==> config.mk <==
export PLATFORM = sky130hd
export DESIGN_NAME = start_requester
export DESIGN_NICKNAME = d
export VERILOG_FILES = /design/src/rtl/start_requester_pkg.sv /design/src/rtl/start_requester_fifo.sv /design/src/rtl/start_requester.sv
export SDC_FILE = /design/constraint.sdc
export NUM_CORES = 1
export LEC_CHECK = 0
export CORE_MARGIN = 2
export CORE_UTILIZATION = 45
export DETAILED_ROUTE_END_ITERATION = 10
export PLACE_DENSITY = 0.68
export SYNTH_ARGS = -nofsm -noshare
export SYNTH_HDL_FRONTEND = slang
export SYNTH_SLANG_ARGS = --single-unit
==> constraint.sdc <==
create_clock -name CLK -period 4.7 [get_ports CLK]
set_input_delay 0.94 -clock CLK [delete_from_list [all_inputs] [get_ports CLK]]
set_output_delay 0.94 -clock CLK [all_outputs]
set_load 0.01 [all_outputs]
==> src/rtl/start_requester_pkg.sv <==
// Shared types and helpers for the start_requester job initiator.
package start_requester_pkg;

  localparam logic [1:0] ST_IDLE   = 2'd0;
  localparam logic [1:0] ST_ISSUE  = 2'd1;
  localparam logic [1:0] ST_RUN    = 2'd2;
  localparam logic [1:0] ST_REPORT = 2'd3;

  typedef enum logic [1:0] {
    IDLE   = ST_IDLE,
    ISSUE  = ST_ISSUE,
    RUN    = ST_RUN,
    REPORT = ST_REPORT
  } state_t;

  // Width of an occupancy count that can represent 0..depth inclusive.
  function automatic int pend_w(input int depth);
    return $clog2(depth) + 1;
  endfunction

endpackage

==> src/rtl/start_requester_fifo.sv <==
// Small registered FIFO; pointers carry one extra wrap bit so full and
// empty are distinguishable without a separate occupancy register.
module sync_fifo #(
  parameter int WIDTH = 4,
  parameter int DEPTH = 4
) (
  input  logic                     CLK,
  input  logic                     nRST,
  input  logic                     enq,
  input  logic [WIDTH-1:0]         enq_data,
  input  logic                     deq,
  output logic                     full,
  output logic                     empty,
  output logic [$clog2(DEPTH):0]   count,
  output logic [WIDTH-1:0]         head
);
  localparam int AW = $clog2(DEPTH);

  logic [WIDTH-1:0] mem [DEPTH];
  logic [AW:0]      wr_ptr;
  logic [AW:0]      rd_ptr;

  // Pointer advance; writes while full and reads while empty are ignored.
  always_ff @(posedge CLK) begin
    if (!nRST) begin
      wr_ptr <= '0;
      rd_ptr <= '0;
    end else begin
      if (enq && !full)  wr_ptr <= wr_ptr + 1'b1;
      if (deq && !empty) rd_ptr <= rd_ptr + 1'b1;
    end
  end

  // Storage needs no reset: entries are only read after being written.
  always_ff @(posedge CLK) begin
    if (enq && !full) mem[wr_ptr[AW-1:0]] <= enq_data;
  end

  assign empty = (wr_ptr == rd_ptr);
  assign full  = (wr_ptr[AW] != rd_ptr[AW]) && (wr_ptr[AW-1:0] == rd_ptr[AW-1:0]);
  assign count = wr_ptr - rd_ptr;
  assign head  = mem[rd_ptr[AW-1:0]];

endmodule

==> src/rtl/start_requester.sv <==
// Queues tagged jobs, starts them one at a time on Counter, times each run
// until Counter's busy drops (or TIMEOUT is reached) and reports the result.
module start_requester
  import start_requester_pkg::*;
#(
  parameter int TAG_WIDTH = 4,
  parameter int DEPTH     = 4,
  parameter int CNT_WIDTH = 16,
  parameter int TIMEOUT   = 1000
) (
  input  logic                         CLK,
  input  logic                         nRST,
  input  logic                         request__ENA,
  input  logic [TAG_WIDTH-1:0]         request_tag,
  output logic                         request__RDY,
  output logic                         startSignal__ENA,
  input  logic                         startSignal__RDY,
  input  logic                         busy,
  input  logic                         busy__RDY,
  output logic                         done__ENA,
  input  logic                         done__RDY,
  output logic [TAG_WIDTH-1:0]         done_tag,
  output logic [CNT_WIDTH-1:0]         done_cycles,
  output logic                         done_timeout,
  output logic [pend_w(DEPTH)-1:0]     pending
);

  state_t               state;
  state_t               state_nxt;
  logic                 full;
  logic                 empty;
  logic [TAG_WIDTH-1:0] head;
  logic [TAG_WIDTH-1:0] tag_r;
  logic [CNT_WIDTH-1:0] cnt;
  logic                 wr_en;
  logic                 issue;
  logic                 busy_low;
  logic                 at_limit;

  // A slot freed by a same-cycle pop is not offered until the next cycle.
  assign request__RDY = !full;
  assign wr_en        = request__ENA && !full;
  assign issue        = (state == ISSUE) && startSignal__RDY;
  assign busy_low     = busy__RDY && !busy;
  assign at_limit     = (cnt == CNT_WIDTH'(TIMEOUT));

  sync_fifo #(
    .WIDTH (TAG_WIDTH),
    .DEPTH (DEPTH)
  ) u_fifo (
    .CLK      (CLK),
    .nRST     (nRST),
    .enq      (wr_en),
    .enq_data (request_tag),
    .deq      (issue),
    .full     (full),
    .empty    (empty),
    .count    (pending),
    .head     (head)
  );

  // State register.
  always_ff @(posedge CLK) begin
    if (!nRST) state <= IDLE;
    else       state <= state_nxt;
  end

  // Next-state: a write this cycle counts as "non-empty" so a fresh job
  // reaches ISSUE one cycle after it is enqueued.
  always_comb begin
    state_nxt = state;
    case (state)
      IDLE:    if (!empty || wr_en) state_nxt = ISSUE;
      ISSUE:   if (startSignal__RDY) state_nxt = RUN;
      RUN:     if (busy_low || at_limit) state_nxt = REPORT;
      REPORT:  if (done__RDY) state_nxt = (!empty || wr_en) ? ISSUE : IDLE;
      default: state_nxt = IDLE;
    endcase
  end

  // Method enables decoded from state.
  always_comb begin
    startSignal__ENA = issue;
    done__ENA        = (state == REPORT);
  end

  // Job tag, run-length counter and report registers. Busy-low wins over
  // the limit, and the limit is tested before incrementing so cnt cannot wrap.
  always_ff @(posedge CLK) begin
    if (!nRST) begin
      tag_r        <= '0;
      cnt          <= '0;
      done_cycles  <= '0;
      done_timeout <= 1'b0;
    end else if (issue) begin
      tag_r <= head;
      cnt   <= CNT_WIDTH'(1);
    end else if (state == RUN) begin
      if (busy_low) begin
        done_cycles  <= cnt;
        done_timeout <= 1'b0;
      end else if (at_limit) begin
        done_cycles  <= CNT_WIDTH'(TIMEOUT);
        done_timeout <= 1'b1;
      end else begin
        cnt <= cnt + 1'b1;
      end
    end
  end

  assign done_tag = tag_r;

  a_start_rdy: assert property (@(posedge CLK) disable iff (!nRST)
    startSignal__ENA |-> startSignal__RDY);
  a_pending:   assert property (@(posedge CLK) disable iff (!nRST)
    pending <= (pend_w(DEPTH))'(DEPTH));
  a_done_st:   assert property (@(posedge CLK) disable iff (!nRST)
    done__ENA |-> (state == REPORT));

endmodule
---- Word level (Yosys, flattened, before mapping) ----
Memory sizes are Yosys's and may differ from the RTL's. A register that Yosys moved wholly into a read port is not among the register bits.
Index checks and enable logic that the tools add are counted.
W data, S select, Z words.
word-level totals
  output and inout port bits .............. 27
  memories kept ........................... 1
  bits in writable memories ............... 16
  input port bits ......................... 11
  word-level logic and storage cells ...... 65
  register bits ........................... 41
operators by class
  bitwise logic cells ..................... 4
  equality and inequality tests ........... 13
  reduce and logical (&&, ||, !) cells .... 20
  multiplexer cells ....................... 16
  add/subtract/negate cells ............... 4
memories
  name        depth  bits a word  read ports  clocked after memory_dff  wr ports  RTL line                    text
  u_fifo.mem  4      4            1           1                         1         start_requester_fifo.sv:19  logic [WIDTH-1:0] mem [DEPTH];
operators by type and width
  kind                     number
  $mux W16                 2
  $add A16 B1 Y16 const B  1
  $eq A16 B10 Y1 const B   1
  $mux W1                  9
  $reduce_and A3 Y1        3
  $mux W2                  4
  $pmux W2 S4              1
  $add A3 B1 Y3 const B    2
  $logic_and A1 B1 Y1      6
  $ne A2 B1 Y1 const B     3
  $ne A2 B2 Y1 const B     3
  $eq A2 B2 Y1 const B     2
  $logic_not A1 Y1         4
  $not A1 Y1               4
  $reduce_and A4 Y1        1
  $reduce_bool A2 Y1       2
  $eq A3 B3 Y1             1
  $sub A3 B3 Y3            1
  $eq A2 B1 Y1 const B     1
  $eq A2 B2 Y1             1
  $logic_not A2 Y1         1
  $logic_or A1 B1 Y1       2
  $reduce_or A2 Y1         1
  $ne A1 B1 Y1             1

---- Logic depth before layout (Yosys ltp) ----
Gate-level depths: netlist (run 1).
  depth after elaboration ................. 8
  gate-level depth with buffers ........... 8
  mapped depth without buffers ............ 7

---- Cells and area by module ----
From an unflattened synthesis (run 1), not the netlist that was laid out.
second synthesis, totals
  cells, all modules ...................... 276
  area, all modules ....................... 2965.3 um^2
by module, submodules not included
  module           cells an instance  times used  area each (um^2)  seq. area each (um^2)
  start_requester  188                1           1781.7            780.7
  sync_fifo        88                 1           1183.6            640.6

---- Worst setup path before layout (run 1) ----
OpenSTA, ideal clock, no wires.
  kind .................................... input to output
  start point ............................. in startSignal__RDY
  end point ............................... out startSignal__ENA
  data arrival time ....................... 1326 ps
  stages .................................. 2
  path buffers ............................ 0
  slack ................................... 2434 ps
  required time ........................... 3760 ps
  cell sequence ........................... nand2_1 clkinv_1
on the way
  cells in the longest elaborated chain, start to end .. 1
RTL lines
  what                 RTL line               text
  from (decl)          start_requester.sv:17  input logic startSignal__RDY,
  $logic_and A1 B1 Y1  start_requester.sv:43  assign issue = (state == ISSUE) && startSignal__RDY;
  to (decl)            start_requester.sv:16  output logic startSignal__ENA,
No other way between the ends.

---- Final worst setup path (run 1) ----
Ends and elaborated chain as after synthesis.

==> results.yml, run 1 <==
status:
  status: "completed"
power:
  power_density_nw_per_um2: 396
  p_switching_uw: 344
  clkPwrFrac: 0.352
  vdd_drop_max_uv: 282
  p_seq_frac: 0.460
  p_int_uw: 958
  comb_power_share: 0.188
  p_leak_nw: 1.18
  p_sw_frac: 0.264
grt:
  grt_pass1_vias: 1744
  grt_max_degree: 16
  grt_util_all_layers: 0.178
  top_usage_layer: "met1"
  overflow: 0
  grtUsageMet2: 0.241
  grt_pass1_wl_um: 8610
  met1_usage: 0.265
  met3_usage: 0.0494
  antenna_found_initial: 0
placement:
  gp_congestion: 0.779
  port_buffers: 37
  dp_hpwl_um: 3670
  dpl_worst_slack_ns: 1.38
clock_network:
  clock_sinks: 61
  cts_resized: 0
  path_clk_slew_ns: 0.05
  holdBufCountCts: 0
  post_cts_buffers: 0
  clk_latency_ns: 0.33
  clockBufferDepth: 2
  root_buffer: "clkbuf_8"
  numCtsBuffers: 9
  cts-htree-levels: 3
  cts_tree: "built"
timing:
  fin_crit_sh: 0.707
  setup_slack_ns: 1.38
  maxSlewViolCount: 0
  skew_ns: 0.0147
  relSlewSlack: 0.540
  hold_viol: 0
  rsz0062_at_grt: "no"
  min_period_ns: 3.32
  setup_viol: 0
  fmax_mhz: 301
  worst_slew_pin_slew_ns: 0.687
  tns_ns: 0
synth:
  syn_area_um2: 2650
  synth-seq-area-share: 0.521
  syn_inst: 244
  yosysUniqueCellTypes: 40
  syn_area_per_cell_um2: 10.9
  synth_seq_cells: 61
  synth_warnings: 0
  synth_nets: 270
floorplan:
  die_area_um2: 6520
  initial_utilization: 0.472
  core_um2: 5610
  fp.dieH_um: 80.7
  num_rows: 27
  io_pins: 38
  fp.dieW_um: 80.7
routing:
  vias: 1889
  drt-pass1-iter-count: 4
  remaining_drc_errors: 0
  drt_wl_total_um: 5050
  routedWlPerCell_um: 13.9
  viasPerCell: 5.19
  drtIter0Drc: 137
  detail-route-antenna-nets: 0
setup_path:
  cp_num_buf_inv: 3
  crit_required_ns: 3.76
  arrival_ns: 2.38
  cp_cell_sequence: "clkdlybuf4s50_1 > nand2_1 > clkinv_1 > clkdlybuf4s50_1"
  critPathLaunchType: "input port"
  worst_path_dominant_cell_family: "buffers and inverters"
  r2r_start: "cnt[2]"
  cp_max_fo: 8
  crit_path_end_kind: "output pin"
  rrSetupSlack_ns: 2.37
  crit_type: "input port to output pin"
  r2r_end: "done_cycles[15]"
  crit_slowest_cell: "clkdlybuf4s50_1"
  r2r_cells: 5
  cp_common_cell: "clkdlybuf4s50_1"
  cp_slowest_stage_delay_ns: 0.54
finish:
  n_fill_cell: 503
  multi_input_area_um2: 1190
  layout_common_cells: "dfxtp_1, clkdlybuf4s50_1, nor2_1"
  layout-drive-gt1-share: 0.0959
  regArea_um2: 1380
  n_antenna_cell: 0
  mostFrequentLayoutCell: "dfxtp_1"
  area.growth.synth_to_final_pct: 24.1
  nNetsFinal: 313
min_path:
  worstHoldPathType: "flip-flop to flip-flop"
  min_path_cells: 2
  hold_path_end: "done_tag[2]"
  worstHoldStart: "done_tag[2]"
run:
  drv_cap: 0
-- logic make-up after synthesis --
group           count (synthesis)  share of synthesized area
simple gates                   86                      0.161
fa+ha+maj                      15                     0.0737
xor+xnor                       22                     0.0727
flops                          61                      0.521
mux                             4                     0.0340
compound gates                 35                      0.107
buf+inv                        21                     0.0298
-- power by group through the flow --
| stage | clock, mW | sequential (mW) | combinational, mW |
|---|---|---|---|
| finish | 0.458 | 0.599 | 0.244 |
| global route | 0.497 | 0.604 | 0.276 |
| CTS | 0.466 | 0.600 | 0.246 |
| detailed placement | 0 | 0.611 | 0.244 |
| global placement | 0 | 0.610 | 0.243 |
| floorplan | 0 | 0.606 | 0.162 |
-- layer usage --
layer,up-vias,part of all wire
met4,0,0.018
met3,9,0.053
met5,-,0
met2,47,0.42
li1,949,-
met1,884,0.51
-- cells in the mapped netlist --
cell type / instances / area share
xor2_1: 4 / 0.013
and3_1: 3 / 0.0071
nand3_1: 11 / 0.021
and2_1: 5 / 0.012
xnor2_1: 18 / 0.060
nor3_1: 10 / 0.019
nand4bb_1: 1 / 0.0043
or4_1: 1 / 0.0028
or3b_2: 1 / 0.0033
o21ai_0: 1 / 0.0019
nand2b_1: 1 / 0.0024
nand2_1: 18 / 0.026
ha_1: 14 / 0.066
inv_1: 14 / 0.020
nand4_1: 3 / 0.0071
or2_2: 1 / 0.0024
nor3b_1: 1 / 0.0028
a21oi_4: 1 / 0.0061
fa_1: 1 / 0.0076
clkbuf_1: 5 / 0.0071
dfxtp_1: 45 / 0.34
o22ai_1: 1 / 0.0024
o211a_1: 1 / 0.0038
a21boi_1: 1 / 0.0028
o221a_2: 6 / 0.026
clkinv_1: 2 / 0.0028
o21a_1: 1 / 0.0028
a31oi_1: 1 / 0.0024
a211oi_2: 1 / 0.0047
a21oi_1: 9 / 0.017
edfxtp_1: 16 / 0.18
nor4b_1: 1 / 0.0033
o21ai_1: 1 / 0.0019
a22o_1: 10 / 0.033
nor4_1: 2 / 0.0047
or4_4: 1 / 0.0043
o31ai_1: 1 / 0.0028
mux4_2: 4 / 0.034
nor2_4: 1 / 0.0043
nor2_1: 25 / 0.035
-- worst max path at each step --
| stage | depth (start not counted) | end | slack, ns | from |
|---|---|---|---|---|
| after floorplan | 2 | startSignal__ENA | 2.43 | startSignal__RDY |
| after global placement | 4 | startSignal__ENA | 1.39 | startSignal__RDY |
| after detailed placement | 4 | startSignal__ENA | 1.38 | startSignal__RDY |
| after CTS | 4 | startSignal__ENA | 1.37 | startSignal__RDY |
| after global routing | 4 | startSignal__ENA | 1.27 | startSignal__RDY |
| final | 4 | startSignal__ENA | 1.38 | startSignal__RDY |
-- flip-flops by register name (all words and copies together) (netlist names) --
signal / count
u_fifo.rd_ptr: 3
u_fifo.mem: 16
cnt: 16
done_tag: 4
state: 2
u_fifo.wr_ptr: 3
done_timeout: 1
done_cycles: 16
-- stage by stage --
stage	cells	area [um^2]	util	hold slack [ns]	total power [mW]
after floorplan	244	2650	-	0.478	0.768
after global placement	348	3090	0.551	0.463	0.853
after detailed placement	348	3090	0.551	0.470	0.855
after CTS	364	3290	0.586	0.477	1.31
after global routing	364	3290	0.586	0.505	1.38
final	364	3290	0.586	0.476	1.30
-- layout make-up --
cell class / instances / area share
clock buffers: 15 / 0.0506
inverters: 16 / 0.0183
well taps: 72 / 0.0274
multi-input cells: 162 / 0.362
clock inverters: 1 / 0.00914
repair buffers: 37 / 0.113
flip-flops and latches: 61 / 0.420
-- worst reg2reg max path, stage by stage (launching register included) --
cell,delay [ns]
dfxtp_1,0.37
or4_1,0.58
or4_4,0.59
a21oi_4,0.32
nor2_4,0.12
a22o_1,0.25
Note: power is estimated with default switching activity, not from simulation.
==> run 2, diff against run 1 <==
==> constraint.sdc (replaced) <==
create_clock -name CLK -period 3.1 [get_ports CLK]
set_input_delay 0.62 -clock CLK [delete_from_list [all_inputs] [get_ports CLK]]
set_output_delay 0.62 -clock CLK [all_outputs]
set_load 0.01 [all_outputs]
==> run 2 against run 1 <==
Compared with the run above:
- clock-buffer cell count down 1
- sequential power up 51%
- setup slack worse by 1.0 ns
- register-to-register slack worse by 1.6 ns
- total power up 44%
- critical path depth up 1
==> results.yml, run 2 (same netlist as run 1, synthesis figures left out) <==
grt:
  grt_pass1_vias: 1670
  overflow: 0
  grt_pass1_wl_um: 8270
  grt_util_all_layers: 0.170
  grt_max_degree: 16
  antenna_found_initial: 0
power:
  p_leak_nw: 1.18
  fin_total_pwr_mw: 1.88
  vdd_drop_max_uv: 296
  power_density_nw_per_um2: 571
setup_path:
  path_depth: 5
  cp_num_buf_inv: 2
  cp_max_fo: 4
  r2r_cells: 7
  crit_type: "flip-flop to output pin"
  critPathLaunchType: "flip-flop"
  rrSetupSlack_ns: 0.76
  r2r_end: "done_cycles[14]"
  arrival_ns: 2.11
  startpoint: "u_fifo.wr_ptr[0]"
  cp_slowest_stage_delay_ns: 0.55
  crit_end: "pending[2]"
  crit_path_end_kind: "output pin"
  crit_slowest_cell: "clkdlybuf4s50_1"
  r2r_start: "cnt[0]"
  crit_required_ns: 2.48
  cp_cell_sequence: "inv_1 > ha_1 > fa_1 > xnor2_1 > clkdlybuf4s50_1"
  worst_path_dominant_cell_family: "buffers and inverters"
placement:
  port_buffers: 37
  dpl_worst_slack_ns: 0.533
  gp_congestion: 0.826
  dp_hpwl_um: 3600
  place_area_um2: 3120
timing:
  setup_viol: 0
  fmax_mhz: 367
  setup_slack_ns: 0.373
  worst_slew_pin_slew_ns: 0.526
  fin_crit_sh: 0.880
  rsz0062_at_grt: "no"
  skew_ns: 0.00732
  tns_ns: 0
  relSlewSlack: 0.647
  min_period_ns: 2.73
  hold_viol: 0
  maxSlewViolCount: 0
finish:
  layout-drive-gt1-share: 0.108
  fin_area_um2: 3280
  area.growth.synth_to_final_pct: 23.9
  mostFrequentLayoutCell: "dfxtp_1"
  n_antenna_cell: 0
  nNetsFinal: 317
  layout_common_cells: "dfxtp_1, clkdlybuf4s50_1, nor2_1"
floorplan:
  fp.dieW_um: 80.7
  die_area_um2: 6520
  io_pins: 38
  num_rows: 27
  core_um2: 5610
  fp.dieH_um: 80.7
  initial_utilization: 0.472
clock_network:
  path_clk_slew_ns: 0.06
  holdBufCountCts: 0
  clock_sinks: 61
  cts-htree-levels: 3
  numCtsBuffers: 9
  post_cts_buffers: 0
  cts_resized: 0
  clockBufferDepth: 2
  root_buffer: "clkbuf_8"
  cts_tree: "built"
  clk_latency_ns: 0.33
routing:
  drt-pass1-iter-count: 4
  drtIter0Drc: 60
  routedWlPerCell_um: 13.6
  detail-route-antenna-nets: 0
  drt_wl_total_um: 5010
  viasPerCell: 5.14
  remaining_drc_errors: 0
  vias: 1892
min_path:
  worstHoldPathType: "flip-flop to flip-flop"
run:
  drv_cap: 0
status:
  status: "completed"
run 2: through the flow:
step,hold slack [ns],instances,util
3_3_place_gp,0.444,352,0.556
4_1_cts,0.457,368,0.585
2_1_floorplan,0.478,244,-
3_5_place_dp,0.448,352,0.556
6_report,0.454,368,0.585
5_1_grt,0.470,368,0.585
run 2: power by group:
part | internal (mW) | switching (mW) | total (mW)
Sequential | 0.866 | 0.0356 | 0.902
Combinational | 0.178 | 0.208 | 0.386
Clock | 0.310 | 0.277 | 0.587
Total | 1.35 | 0.520 | 1.88
run 2: cell type report:
type,count,area [um^2]
clock buffers,14,153
clock inverters,2,10.0
well taps,72,90.1
flip-flops and latches,61,1380
inverters,16,60.1
multi-input cells,162,1190
fillers,512,2320
repair buffers,41,400
run 2: worst min-delay path by stage:
stage,slack [ns],cells after the start,endpoint,startpoint
global route,0.47,2,done_tag[3],done_tag[3]
finish,0.45,2,done_tag[3],done_tag[3]
floorplan,0.48,1,done_cycles[15],cnt[15]
global placement,0.44,2,done_tag[3],done_tag[3]
detailed placement,0.45,2,done_tag[3],done_tag[3]
CTS,0.46,2,done_tag[3],done_tag[3]
run 2: layer usage:
metal | vias to the layer above | track usage | routed length, um
met5 | - | 0 | 0
met4 | 0 | 0.0661 | 37
met3 | 5 | 0.0517 | 230
met2 | 43 | 0.238 | 2190
met1 | 881 | 0.247 | 2550
li1 | 963 | - | -
run 2: worst min-delay path: stages (launching register included):
cell	delay [ns]
dfxtp_1	0.31
nand2_1	0.05
a21oi_1	0.05
==> run 3, diff against run 2 <==
--- a/config.mk
+++ b/config.mk
@@ -8,6 +8,7 @@
 export CORE_MARGIN = 2
 export CORE_UTILIZATION = 45
 export DETAILED_ROUTE_END_ITERATION = 10
+export GPL_TIMING_DRIVEN = 1
 export PLACE_DENSITY = 0.68
 export SYNTH_ARGS = -nofsm -noshare
 export SYNTH_HDL_FRONTEND = slang
==> constraint.sdc (replaced) <==
create_clock -name CLK -period 2.7 [get_ports CLK]
set_input_delay 0.54 -clock CLK [delete_from_list [all_inputs] [get_ports CLK]]
set_output_delay 0.54 -clock CLK [all_outputs]
set_load 0.01 [all_outputs]
==> run 3 against run 2 <==
Compared with the run above:
- combinational power is 16% higher
- final area is 1.1% higher
- clock skew is 0.0010 ns lower
- routed wire length is 2.4% higher
- sequential share of layout area is 0.44 points lower
==> results.yml, run 3 (same netlist as run 1, synthesis figures left out) <==
power:
  fin_total_pwr_mw: 2.21
  vdd_drop_max_uv: 435
  power_density_nw_per_um2: 665
  p_leak_nw: 1.22
min_path:
  worstHoldPathType: "flip-flop to flip-flop"
  min_path_cells: 2
  worstHoldStart: "done_tag[1]"
  hold_path_end: "done_tag[1]"
floorplan:
  num_rows: 27
  core_um2: 5610
  initial_utilization: 0.472
  die_area_um2: 6520
  io_pins: 38
  fp.dieH_um: 80.7
  fp.dieW_um: 80.7
setup_path:
  crit_slowest_cell: "clkdlybuf4s50_1"
  cp_common_cell: "inv_1"
  crit_path_end_kind: "output pin"
  cp_num_buf_inv: 3
  r2r_start: "cnt[0]"
  r2r_cells: 7
  crit_type: "flip-flop to output pin"
  arrival_ns: 1.99
  r2r_end: "done_cycles[12]"
  crit_required_ns: 2.16
  critPathLaunchType: "flip-flop"
  cp_max_fo: 4
  worst_path_dominant_cell_family: "buffers and inverters"
  cp_slowest_stage_delay_ns: 0.52
  rrSetupSlack_ns: 0.39
  cp_cell_sequence: "inv_1 > ha_1 > fa_1 > inv_1 > clkdlybuf4s50_1"
clock_network:
  clockBufferDepth: 2
  cts-htree-levels: 3
  path_clk_slew_ns: 0.06
  holdBufCountCts: 0
  numCtsBuffers: 9
  cts_tree: "built"
  clk_latency_ns: 0.33
  clock_sinks: 61
  root_buffer: "clkbuf_8"
grt:
  antenna_found_initial: 0
  overflow: 0
  grt_pass1_wl_um: 8630
  grt_pass1_vias: 1772
  grt_max_degree: 16
  grt_util_all_layers: 0.181
timing:
  maxSlewViolCount: 0
  skew_ns: 0.00627
  hold_viol: 0
  fmax_mhz: 396
  min_period_ns: 2.53
  fin_crit_sh: 0.936
  tns_ns: 0
  relSlewSlack: 0.651
  rsz0062_at_grt: "no"
  worst_slew_pin_slew_ns: 0.522
  setup_viol: 0
finish:
  mostFrequentLayoutCell: "dfxtp_1"
  area.growth.synth_to_final_pct: 25.4
  layout_common_cells: "dfxtp_1, clkdlybuf4s50_1, nor2_1"
  nNetsFinal: 319
  layout-drive-gt1-share: 0.121
  n_antenna_cell: 0
  n_fill_cell: 511
routing:
  dr_wl_met3_um: 240
  remaining_drc_errors: 0
  top_layer: "met4"
  vias: 1908
  drt_wl_total_um: 5130
  routedWlPerCell_um: 13.9
  wl_met1_um: 2560
  drt-pass1-iter-count: 4
  wl_met2_um: 2230
  drtIter0Drc: 101
  viasPerCell: 5.16
  detail-route-antenna-nets: 0
placement:
  port_buffers: 37
  dp_hpwl_um: 3650
  gp_congestion: 0.858
status:
  status: "completed"
run:
  drv_cap: 0
==> run 3: worst max path at each step <==
stage	endpoint	depth (start not counted)	startpoint	slack [ns]
2_1_floorplan	done_cycles[0]	5	cnt[2]	0.59
3_3_place_gp	pending[2]	5	u_fifo.wr_ptr[0]	0.38
3_5_place_dp	cnt[15]	6	busy	0.38
4_1_cts	pending[2]	5	u_fifo.wr_ptr[0]	0.05
5_1_grt	pending[1]	5	u_fifo.wr_ptr[0]	0.05
6_report	pending[1]	5	u_fifo.wr_ptr[0]	0.17
==> run 3: what timing repair did <==
| action | in CTS | in global routing |
|---|---|---|
| endpoints found under the setup margin | 1 | 1 |
| buffers inserted | 0 | 0 |
| resized for setup | 1 | 1 |
==> run 3: where the power goes <==
part / leakage [nW] / total (mW) / switching, mW / internal [mW]
logic: 0.616 / 0.447 / 0.239 / 0.208
registers: 0.511 / 1.04 / 0.0414 / 0.995
clock network: 0.0937 / 0.725 / 0.317 / 0.408
total: 1.22 / 2.21 / 0.597 / 1.61
==> run 3: cell type report <==
class | count | area, um^2 | share of cell area
Multi-Input combinational cell | 162 | 1190 | 0.358
Inverter | 16 | 60.1 | 0.0181
Clock buffer | 15 | 176 | 0.0531
Sequential cell | 61 | 1380 | 0.416
Timing Repair Buffer | 43 | 418 | 0.126
Clock inverter | 1 | 5.00 | 0.00151
Tap cell | 72 | 90.1 | 0.0271
==> run 3: worst register-to-register path: cells and delay by family (launching register included) <==
kind / cells / cell delay, ns
DFF: 1 / 0.37
AOI/OAI and AO/OA: 2 / 0.56
and+or+nand+nor: 3 / 1.05
adders and majority gates: 1 / 0.13
buffers and inverters: 1 / 0.08
==> run 3: stage by stage <==
step            util  instances  hold WS (ns)  area (um^2)  worst slack (ns)
6_report       0.592        370         0.454         3320             0.172
5_1_grt        0.592        370         0.476         3320            0.0541
4_1_cts        0.592        370         0.459         3320            0.0510
3_5_place_dp   0.559        354         0.450         3140             0.378
3_3_place_gp   0.559        354         0.445         3140             0.378
2_1_floorplan      -        244         0.478         2650             0.586
==> run 3: metal layers <==
layer / global-route usage / vias up
met5: 0 / -
met4: 0.0763 / 0
met3: 0.0640 / 7
met2: 0.258 / 48
met1: 0.250 / 888
li1: - / 965
